==> src/rtl/vga_timing_pkg.sv <==
// VGA 640x480@60 timing constants, image placement and shared types for the scanout path.
// The display modules take these as parameter defaults so that other geometries can be built.
package vga_timing_pkg;

  localparam int CLK_DIV = 4;

  localparam int H_VIS   = 640;
  localparam int H_FP    = 16;
  localparam int H_SYNC  = 96;
  localparam int H_BP    = 48;
  localparam int H_TOTAL = H_VIS + H_FP + H_SYNC + H_BP;
  localparam int H_SYNC_START = H_VIS + H_FP;
  localparam int H_SYNC_END   = H_SYNC_START + H_SYNC;

  localparam int V_VIS   = 480;
  localparam int V_FP    = 10;
  localparam int V_SYNC  = 2;
  localparam int V_BP    = 33;
  localparam int V_TOTAL = V_VIS + V_FP + V_SYNC + V_BP;
  localparam int V_SYNC_START = V_VIS + V_FP;
  localparam int V_SYNC_END   = V_SYNC_START + V_SYNC;

  localparam int IMG_X0 = 192;
  localparam int IMG_Y0 = 112;
  localparam int IMG_W  = 256;

  // Per-position attributes that travel down the pipeline next to the pixel.
  typedef struct packed {
    logic hs_n;
    logic vs_n;
    logic in_img;
  } raw_sync_t;

  localparam raw_sync_t RAW_IDLE = '{hs_n: 1'b1, vs_n: 1'b1, in_img: 1'b0};

  function automatic int cnt_w(input int n);
    return (n > 1) ? $clog2(n) : 1;
  endfunction

endpackage

==> src/rtl/vga_sync_counter.sv <==
// Pixel-tick divider, horizontal/vertical position counters, raw active-low sync and
// image-window decode for the current position.
module vga_sync_counter
  import vga_timing_pkg::*;
#(
  parameter int CLK_DIV = vga_timing_pkg::CLK_DIV,
  parameter int H_VIS   = vga_timing_pkg::H_VIS,
  parameter int H_FP    = vga_timing_pkg::H_FP,
  parameter int H_SYNC  = vga_timing_pkg::H_SYNC,
  parameter int H_BP    = vga_timing_pkg::H_BP,
  parameter int V_VIS   = vga_timing_pkg::V_VIS,
  parameter int V_FP    = vga_timing_pkg::V_FP,
  parameter int V_SYNC  = vga_timing_pkg::V_SYNC,
  parameter int V_BP    = vga_timing_pkg::V_BP,
  parameter int IMG_X0  = vga_timing_pkg::IMG_X0,
  parameter int IMG_Y0  = vga_timing_pkg::IMG_Y0,
  parameter int IMG_W   = vga_timing_pkg::IMG_W,
  localparam int HT = H_VIS + H_FP + H_SYNC + H_BP,
  localparam int VT = V_VIS + V_FP + V_SYNC + V_BP,
  localparam int HW = cnt_w(HT),
  localparam int VW = cnt_w(VT)
) (
  input  logic          clk,
  input  logic          rst,
  output logic          tick,
  output logic [HW-1:0] h_cnt,
  output logic [VW-1:0] v_cnt,
  output raw_sync_t     raw
);

  localparam int DW = cnt_w(CLK_DIV);

  localparam logic [DW-1:0] DIV_LAST = DW'(CLK_DIV - 1);
  localparam logic [HW-1:0] H_LAST   = HW'(HT - 1);
  localparam logic [VW-1:0] V_LAST   = VW'(VT - 1);
  localparam logic [HW-1:0] HS0      = HW'(H_VIS + H_FP);
  localparam logic [HW-1:0] HS1      = HW'(H_VIS + H_FP + H_SYNC);
  localparam logic [VW-1:0] VS0      = VW'(V_VIS + V_FP);
  localparam logic [VW-1:0] VS1      = VW'(V_VIS + V_FP + V_SYNC);
  localparam logic [HW-1:0] X0       = HW'(IMG_X0);
  localparam logic [HW-1:0] X1       = HW'(IMG_X0 + IMG_W);
  localparam logic [VW-1:0] Y0       = VW'(IMG_Y0);
  localparam logic [VW-1:0] Y1       = VW'(IMG_Y0 + IMG_W);

  logic [DW-1:0] div;

  assign tick = (div == DIV_LAST);

  always_ff @(posedge clk or posedge rst) begin
    if (rst) begin
      div <= '0;
    end else if (tick) begin
      div <= '0;
    end else begin
      div <= div + 1'b1;
    end
  end

  always_ff @(posedge clk or posedge rst) begin
    if (rst) begin
      h_cnt <= '0;
      v_cnt <= '0;
    end else if (tick) begin
      if (h_cnt == H_LAST) begin
        h_cnt <= '0;
        v_cnt <= (v_cnt == V_LAST) ? '0 : v_cnt + 1'b1;
      end else begin
        h_cnt <= h_cnt + 1'b1;
      end
    end
  end

  always_comb begin
    raw        = RAW_IDLE;
    raw.hs_n   = !((h_cnt >= HS0) && (h_cnt < HS1));
    raw.vs_n   = !((v_cnt >= VS0) && (v_cnt < VS1));
    raw.in_img = (h_cnt >= X0) && (h_cnt < X1) && (v_cnt >= Y0) && (v_cnt < Y1);
  end

endmodule

==> src/rtl/vga_frame_scanout.sv <==
// VGA scanout: stage1 issues the frame-buffer address one tick ahead, stage2 gates the returned
// pixel into grayscale RGB so colour and sync leave the block aligned, two ticks after the counters.
module vga_frame_scanout
  import vga_timing_pkg::*;
#(
  parameter int CLK_DIV = vga_timing_pkg::CLK_DIV,
  parameter int H_VIS   = vga_timing_pkg::H_VIS,
  parameter int H_FP    = vga_timing_pkg::H_FP,
  parameter int H_SYNC  = vga_timing_pkg::H_SYNC,
  parameter int H_BP    = vga_timing_pkg::H_BP,
  parameter int V_VIS   = vga_timing_pkg::V_VIS,
  parameter int V_FP    = vga_timing_pkg::V_FP,
  parameter int V_SYNC  = vga_timing_pkg::V_SYNC,
  parameter int V_BP    = vga_timing_pkg::V_BP,
  parameter int IMG_X0  = vga_timing_pkg::IMG_X0,
  parameter int IMG_Y0  = vga_timing_pkg::IMG_Y0,
  parameter int IMG_W   = vga_timing_pkg::IMG_W,
  localparam int HW = cnt_w(H_VIS + H_FP + H_SYNC + H_BP),
  localparam int VW = cnt_w(V_VIS + V_FP + V_SYNC + V_BP)
) (
  input  logic        clk,
  input  logic        rst,
  input  logic        en,
  output logic [15:0] vga_addr,
  input  logic [7:0]  pixel_in,
  output logic [3:0]  red,
  output logic [3:0]  green,
  output logic [3:0]  blue,
  output logic        hsync,
  output logic        vsync,
  output logic        frame_start
);

  logic          tick;
  logic [HW-1:0] h_cnt;
  logic [VW-1:0] v_cnt;
  raw_sync_t     raw, raw_d1;
  logic          unused_pixel_lsbs;

  assign unused_pixel_lsbs = ^pixel_in[3:0];

  vga_sync_counter #(
    .CLK_DIV (CLK_DIV),
    .H_VIS   (H_VIS),  .H_FP (H_FP), .H_SYNC (H_SYNC), .H_BP (H_BP),
    .V_VIS   (V_VIS),  .V_FP (V_FP), .V_SYNC (V_SYNC), .V_BP (V_BP),
    .IMG_X0  (IMG_X0), .IMG_Y0 (IMG_Y0), .IMG_W (IMG_W)
  ) u_cnt (
    .clk   (clk),
    .rst   (rst),
    .tick  (tick),
    .h_cnt (h_cnt),
    .v_cnt (v_cnt),
    .raw   (raw)
  );

  // Stage1: the address is only refreshed inside the window, so the last pixel's 0xFFFF lingers.
  always_ff @(posedge clk or posedge rst) begin
    if (rst) begin
      vga_addr <= '0;
      raw_d1   <= RAW_IDLE;
    end else if (tick) begin
      raw_d1 <= raw;
      if (raw.in_img) begin
        vga_addr <= {8'(v_cnt) - 8'(IMG_Y0), 8'(h_cnt) - 8'(IMG_X0)};
      end
    end
  end

  always_ff @(posedge clk or posedge rst) begin
    if (rst) begin
      red   <= '0;
      green <= '0;
      blue  <= '0;
      hsync <= 1'b1;
      vsync <= 1'b1;
    end else if (tick) begin
      if (raw_d1.in_img && en) begin
        red   <= pixel_in[7:4];
        green <= pixel_in[7:4];
        blue  <= pixel_in[7:4];
      end else begin
        red   <= '0;
        green <= '0;
        blue  <= '0;
      end
      hsync <= raw_d1.hs_n;
      vsync <= raw_d1.vs_n;
    end
  end

  always_ff @(posedge clk or posedge rst) begin
    if (rst) begin
      frame_start <= 1'b0;
    end else begin
      frame_start <= tick && (h_cnt == '0) && (v_cnt == '0);
    end
  end

endmodule

==> config.mk <==
export PLATFORM = sky130hd
export DESIGN_NAME = vga_frame_scanout
export DESIGN_NICKNAME = d
export VERILOG_FILES = /design/src/rtl/vga_timing_pkg.sv /design/src/rtl/vga_sync_counter.sv /design/src/rtl/vga_frame_scanout.sv
export SDC_FILE = /design/constraint.sdc
export NUM_CORES = 1
export LEC_CHECK = 0
export ABC_AREA = 1
export CORE_AREA = 2 2 72 74
export CTS_BUF_LIST = sky130_fd_sc_hd__clkbuf_8
export CTS_CLUSTER_SIZE = 24
export DETAILED_ROUTE_END_ITERATION = 7
export DIE_AREA = 0 0 74 76
export PLACE_DENSITY = 0.87
export SLEW_MARGIN = 30
export SYNTH_ARGS = -nofsm -noshare
export SYNTH_HDL_FRONTEND = slang
export SYNTH_HIERARCHICAL = 1
export SYNTH_SLANG_ARGS = --single-unit
==> constraint.sdc <==
create_clock -name clk -period 1.8 [get_ports clk]
set_clock_uncertainty 0.1 [all_clocks]
set_input_delay 0.18 -clock clk [delete_from_list [all_inputs] [get_ports clk]]
set_output_delay 0.18 -clock clk [all_outputs]
set_load 0.02 [all_outputs]
Word level (Yosys, flattened, before mapping). Index checks and enable logic that the tools add are counted.

Register bits: 48. Input port bits: 11. Output and inout port bits: 31. Word-level logic and storage cells: 45.

Add/sub/neg operators: 5. Magnitude comparators: 8. Eq/ne operators: 3. Multiplexer cells: 4. Reductions and logical operators: 14.

Operator list (count): $lt 10x9->1 const B (3); $add 10x1->10 const B (2); $eq 10x10->1 const B (2); $logic_not 10->1 (2); $mux 10 (2); $ge 10x10->1 const B (1); $ge 10x7->1 const B (1); $ge 10x8->1 const B (1); $ge 10x9->1 const B (1); $lt 10x10->1 const B (1); $logic_and 1x1->1 (8); $sub 8x7->8 const B (1); $sub 8x8->8 const B (1); $mux 4 (1); $reduce_and 2->1 (2); $add 2x1->2 const B (1); $eq 2x2->1 const B (1); $logic_not 1->1 (2); $mux 2 (1).

Depth between registers and ports, before layout. Gate-level depths: netlist of run 1.

Depth after elaboration: 5. Gate-level depth with buffers: 9. Mapped depth without buffers: 9.

By module. The synthesis of run 1 kept the hierarchy.

Modules (own cells, without submodules): vga_sync_counter (instances 1, cells each 167, area each 1315.0 sq um, seq. area each 550.5 sq um); vga_frame_scanout (instances 1, cells each 143, area each 1263.7 sq um, seq. area each 655.6 sq um).

Worst setup path before layout of run 1. No wires, ideal clock.

Path kind: register to register. Start point: register u_cnt.v_cnt[4]. End point: register vga_addr[6]. Library setup time: 123 ps. Arrival time: 1454 ps. Required time: 1577 ps. Setup slack: 123 ps. Cell stages (with the launch flop): 10. Buffers on the path: 2. Period minus slack after synthesis: 1677 ps. Cell sequence: dfrtp_1 -> clkbuf_2 -> nand3_1 -> nor2_1 -> a211oi_1 -> nor2_1 -> nand2_8 -> buf_6 -> nand2_1 -> o21ai_2.

RTL lines: start: declaration (line vga_sync_counter.sv:27) `output logic [VW-1:0] v_cnt,`; start signal: assignment (line vga_sync_counter.sv:66) `v_cnt <= (v_cnt == V_LAST) ? '0 : v_cnt + 1'b1;`; end signal: assignment (line vga_frame_scanout.sv:64) `vga_addr <= {8'(v_cnt) - 8'(IMG_Y0), 8'(h_cnt) - 8'(IMG_X0)};`; end: declaration (line vga_frame_scanout.sv:24) `output logic [15:0] vga_addr,`.

Worst setup path after layout of run 1.
Start point: register hsync. End point: output hsync.

RTL lines: start: declaration (line vga_frame_scanout.sv:29) `output logic hsync,`; start signal: assignment (line vga_frame_scanout.sv:86) `hsync <= raw_d1.hs_n;`.

No word-level cell between the ends.

==> results of run 1 <==
-- layout by cell type, fill, tap and decap left out, types with 5 or more instances in the layout --
cell type and count:
nand3_1 20, dfrtp_1 43, o21ai_2 8, clkbuf_8 5, clkdlybuf4s50_1 37, inv_1 43, xor2_1 9, nand2_1 80
o21ai_1 6, o21ai_0 10, ha_1 9, buf_4 11, nor2_1 27, nand4_1 6
-- state kept, by name, summed over array words and instances, names as in the netlist --
| signal | flops |
|---|---|
| hsync | 1 |
| blue | 4 |
| vga_addr | 16 |
| frame_start | 1 |
| u_cnt/h_cnt | 10 |
| vsync | 1 |
| raw_d1 | 3 |
| u_cnt/v_cnt | 10 |
| u_cnt/div | 2 |
-- path summary, 6_finish.rpt --
path / from / end / slack, ns
hold reg to reg: u_cnt/div[0] / u_cnt/div[0] / 0.34
setup reg to reg: u_cnt/h_cnt[0] / u_cnt/v_cnt[1] / 0.15
setup / recovery: hsync / hsync / 0.08
min in group clk: u_cnt/div[0] / u_cnt/div[0] / 0.34
hold / removal: rst / u_cnt/h_cnt[0] / 0.14
max in group asynchronous: rst / raw_d1[1] / 1.16
-- stage by stage --
| stage | setup WS, ns | power, W | hold slack [ns] |
|---|---|---|---|
| after floorplan | 0.1227 | 0.001115 | 0.06923 |
| after global placement | 0.1134 | 0.001137 | 0.3169 |
| after detailed placement | 0.07011 | 0.001137 | 0.3196 |
| after CTS | 0.03671 | 0.002026 | 0.1358 |
| after global routing | 0.006235 | 0.002073 | 0.1858 |
| final | 0.07959 | 0.002005 | 0.1395 |
-- power groups by stage --
stage	clock, W	sequential, W	combinational, W
floorplan	0	0.00110	0.0000160
finish	0.000891	0.00108	0.0000368
CTS	0.000910	0.00108	0.0000386
global route	0.000953	0.00108	0.0000425
global placement	0	0.00110	0.0000379
detailed placement	0	0.00110	0.0000383
-- cell families (layout without fill, tap and decap cells) --
group / Yosys count / after routing / synth area share
flip-flops: 48 / 48 / 0.4677
adder cells (fa/ha/maj): 9 / 9 / 0.04367
buffers and inverters: 62 / 102 / 0.1164
AO/OA/AOI/OAI: 36 / 36 / 0.08831
XOR/XNOR: 10 / 10 / 0.03397
AND/OR/NAND/NOR: 145 / 145 / 0.2499
-- per-layer routing --
layer | vias up | part of all wire
li1 | 1047 | -
met5 | - | 0
met2 | 63 | 0.51
met3 | 12 | 0.052
met1 | 1008 | 0.41
met4 | 0 | 0.025
-- area by class of cell --
type                    count  area, µm²
fillers                   386       1780
flip-flops and latches     48       1207
multi-input cells         200       1075
repair buffers             48      452.9
inverters                  47      180.2
well taps                  70      87.58
clock buffers               5      68.82
clock inverters             2      60.06
-- repair_timing --
item | in CTS | in global routing
resized for setup | 0 | 4
setup endpoints to repair | 0 | 12
buffers inserted | 0 | 0
endpoints found under the hold margin | 0 | 0
==> impl_metrics.env, run 1 <==
export IMPL_p_seq_frac=0.537
export IMPL_reg2reg_depth=7
export IMPL_antenna_found_initial=0
export IMPL_yosys_top_cells_count="nand2_1, dfrtp_1, inv_1, nor2_1, nand3_1"
export IMPL_syn2layout_area_growth_pct=21.45
export IMPL_clock_fmax_ghz=0.5813
export IMPL_async_flop_share=1.000
export IMPL_htreeDepth=2
export IMPL_cts_root_buf="clkbuf_8"
export IMPL_core_area_um2=4912
export IMPL_grt_setup_unrepaired="no"
export IMPL_outcome="finished, final reports clean"
export IMPL_grt_met3_usage=0.05026
export IMPL_switchingPower_w=0.0003666
export IMPL_hold_violations=0
export IMPL_ys_ff_latch=48
export IMPL_ir_drop_v=0.0003164
export IMPL_hold_class="primary input to async pin"
export IMPL_met2_usage=0.3527
export IMPL_worstSetupPathDepth=1
export IMPL_power_internal_w=0.001638
export IMPL_dpl_cell_count=413
export IMPL_grt_pass1_wl_um=8825
export IMPL_ioPinCount=42
export IMPL_rows=26
export IMPL_yosysSeqAreaShare=0.4677
export IMPL_nets=370
export IMPL_final_util=0.6375
export IMPL_p_leak_nw=1.436
export IMPL_slowest_stage="clkdlybuf4s50_1"
export IMPL_drv_cap=0
export IMPL_firstDrtPassIters=4
export IMPL_hpwl_um=3740
export IMPL_max_slew_margin_rel=0.7891
export IMPL_switching_share=0.1828
export IMPL_grt_max_degree=27
export IMPL_start_util=0.5250
export IMPL_ant_nets=0
export IMPL_cp_top_family="buffers and inverters"
export IMPL_diodes=0
export IMPL_gp_congestion=0.8101
export IMPL_setup_viol_count_final=0
export IMPL_drive_gt1_frac=0.1257
export IMPL_synth_area_um2=2579
export IMPL_dr_first_iter_drc_count=114
export IMPL_synth_top_cell_by_area="dfrtp_1"
export IMPL_cts_tree="built"
export IMPL_vias=2130
export IMPL_insertion_delay_ns=0.30
export IMPL_clock_sinks=48
export IMPL_crit_path_cell_trace="clkdlybuf4s50_1"
export IMPL_pwr_share_comb=0.018
export IMPL_power_density_nw_per_um2=640.2
export IMPL_clock_path_buffers=2
export IMPL_finalWirelength_um=5201
export IMPL_dieArea_um2=5624
export IMPL_place_area_um2=2997
export IMPL_pwr_share_clk=0.444
export IMPL_critPathCaptureType="output pin"
export IMPL_synthCells=310
export IMPL_io_buffer_count=37
export IMPL_overflow=0
export IMPL_crit_type="flip-flop to output pin"
export IMPL_arrival_ns=1.44
export IMPL_met1_usage=0.2190
export IMPL_final_area_um2=3132
export IMPL_clk_pin_slew_worst_paths_ns=0.08
export IMPL_drc=0
export IMPL_grt_total_usage=0.1992
export IMPL_synth_ff_type="dfrtp_1"
export IMPL_synth_cell_types=33
export IMPL_instances_no_fill=420
export IMPL_cp_required_ns=1.52
export IMPL_cp_num_buf_inv=1
export IMPL_min_period_ns=1.720
export IMPL_syn_nets=330
export IMPL_yosys_area_top_type_share=0.4270
export IMPL_cts_hold_buf=0
export IMPL_drv_slew=0
export IMPL_crit_path_start_kind="flip-flop"
export IMPL_ys_warn_count=6
export IMPL_cp_max_fo=2
export IMPL_worst_pin_slew_ns=0.3153
export IMPL_via_per_inst=5.071
export IMPL_critPathMaxStageDelay_ns=0.60
export IMPL_post_synth_top_count_cell="nand2_1"
export IMPL_busiest_layer="met2"
export IMPL_wl_per_cell_um=12.38
export IMPL_die_x_um=74
export IMPL_grt_pass1_vias=2123
export IMPL_setup_tns_final_ns=0
export IMPL_fp_dieH_um=76
export IMPL_cts_buffers_inserted=5
export IMPL_syn_avg_cell_area_um2=8.318
export IMPL_synth_edff_count=0
export IMPL_fin_crit_sh=0.9558
export IMPL_synthTopCellsByArea="dfrtp_1, nand2_1, inv_1"
Power figures use the tool's default switching activity.
==> inputs of run 2 (changes only) <==
--- a/config.mk
+++ b/config.mk
@@ -17,3 +17,4 @@
 export SYNTH_HDL_FRONTEND = slang
 export SYNTH_HIERARCHICAL = 1
 export SYNTH_SLANG_ARGS = --single-unit
+export TNS_END_PERCENT = 100
==> results of run 2 <==
The final DEF is identical to that of run 1; final timing and power are the same.
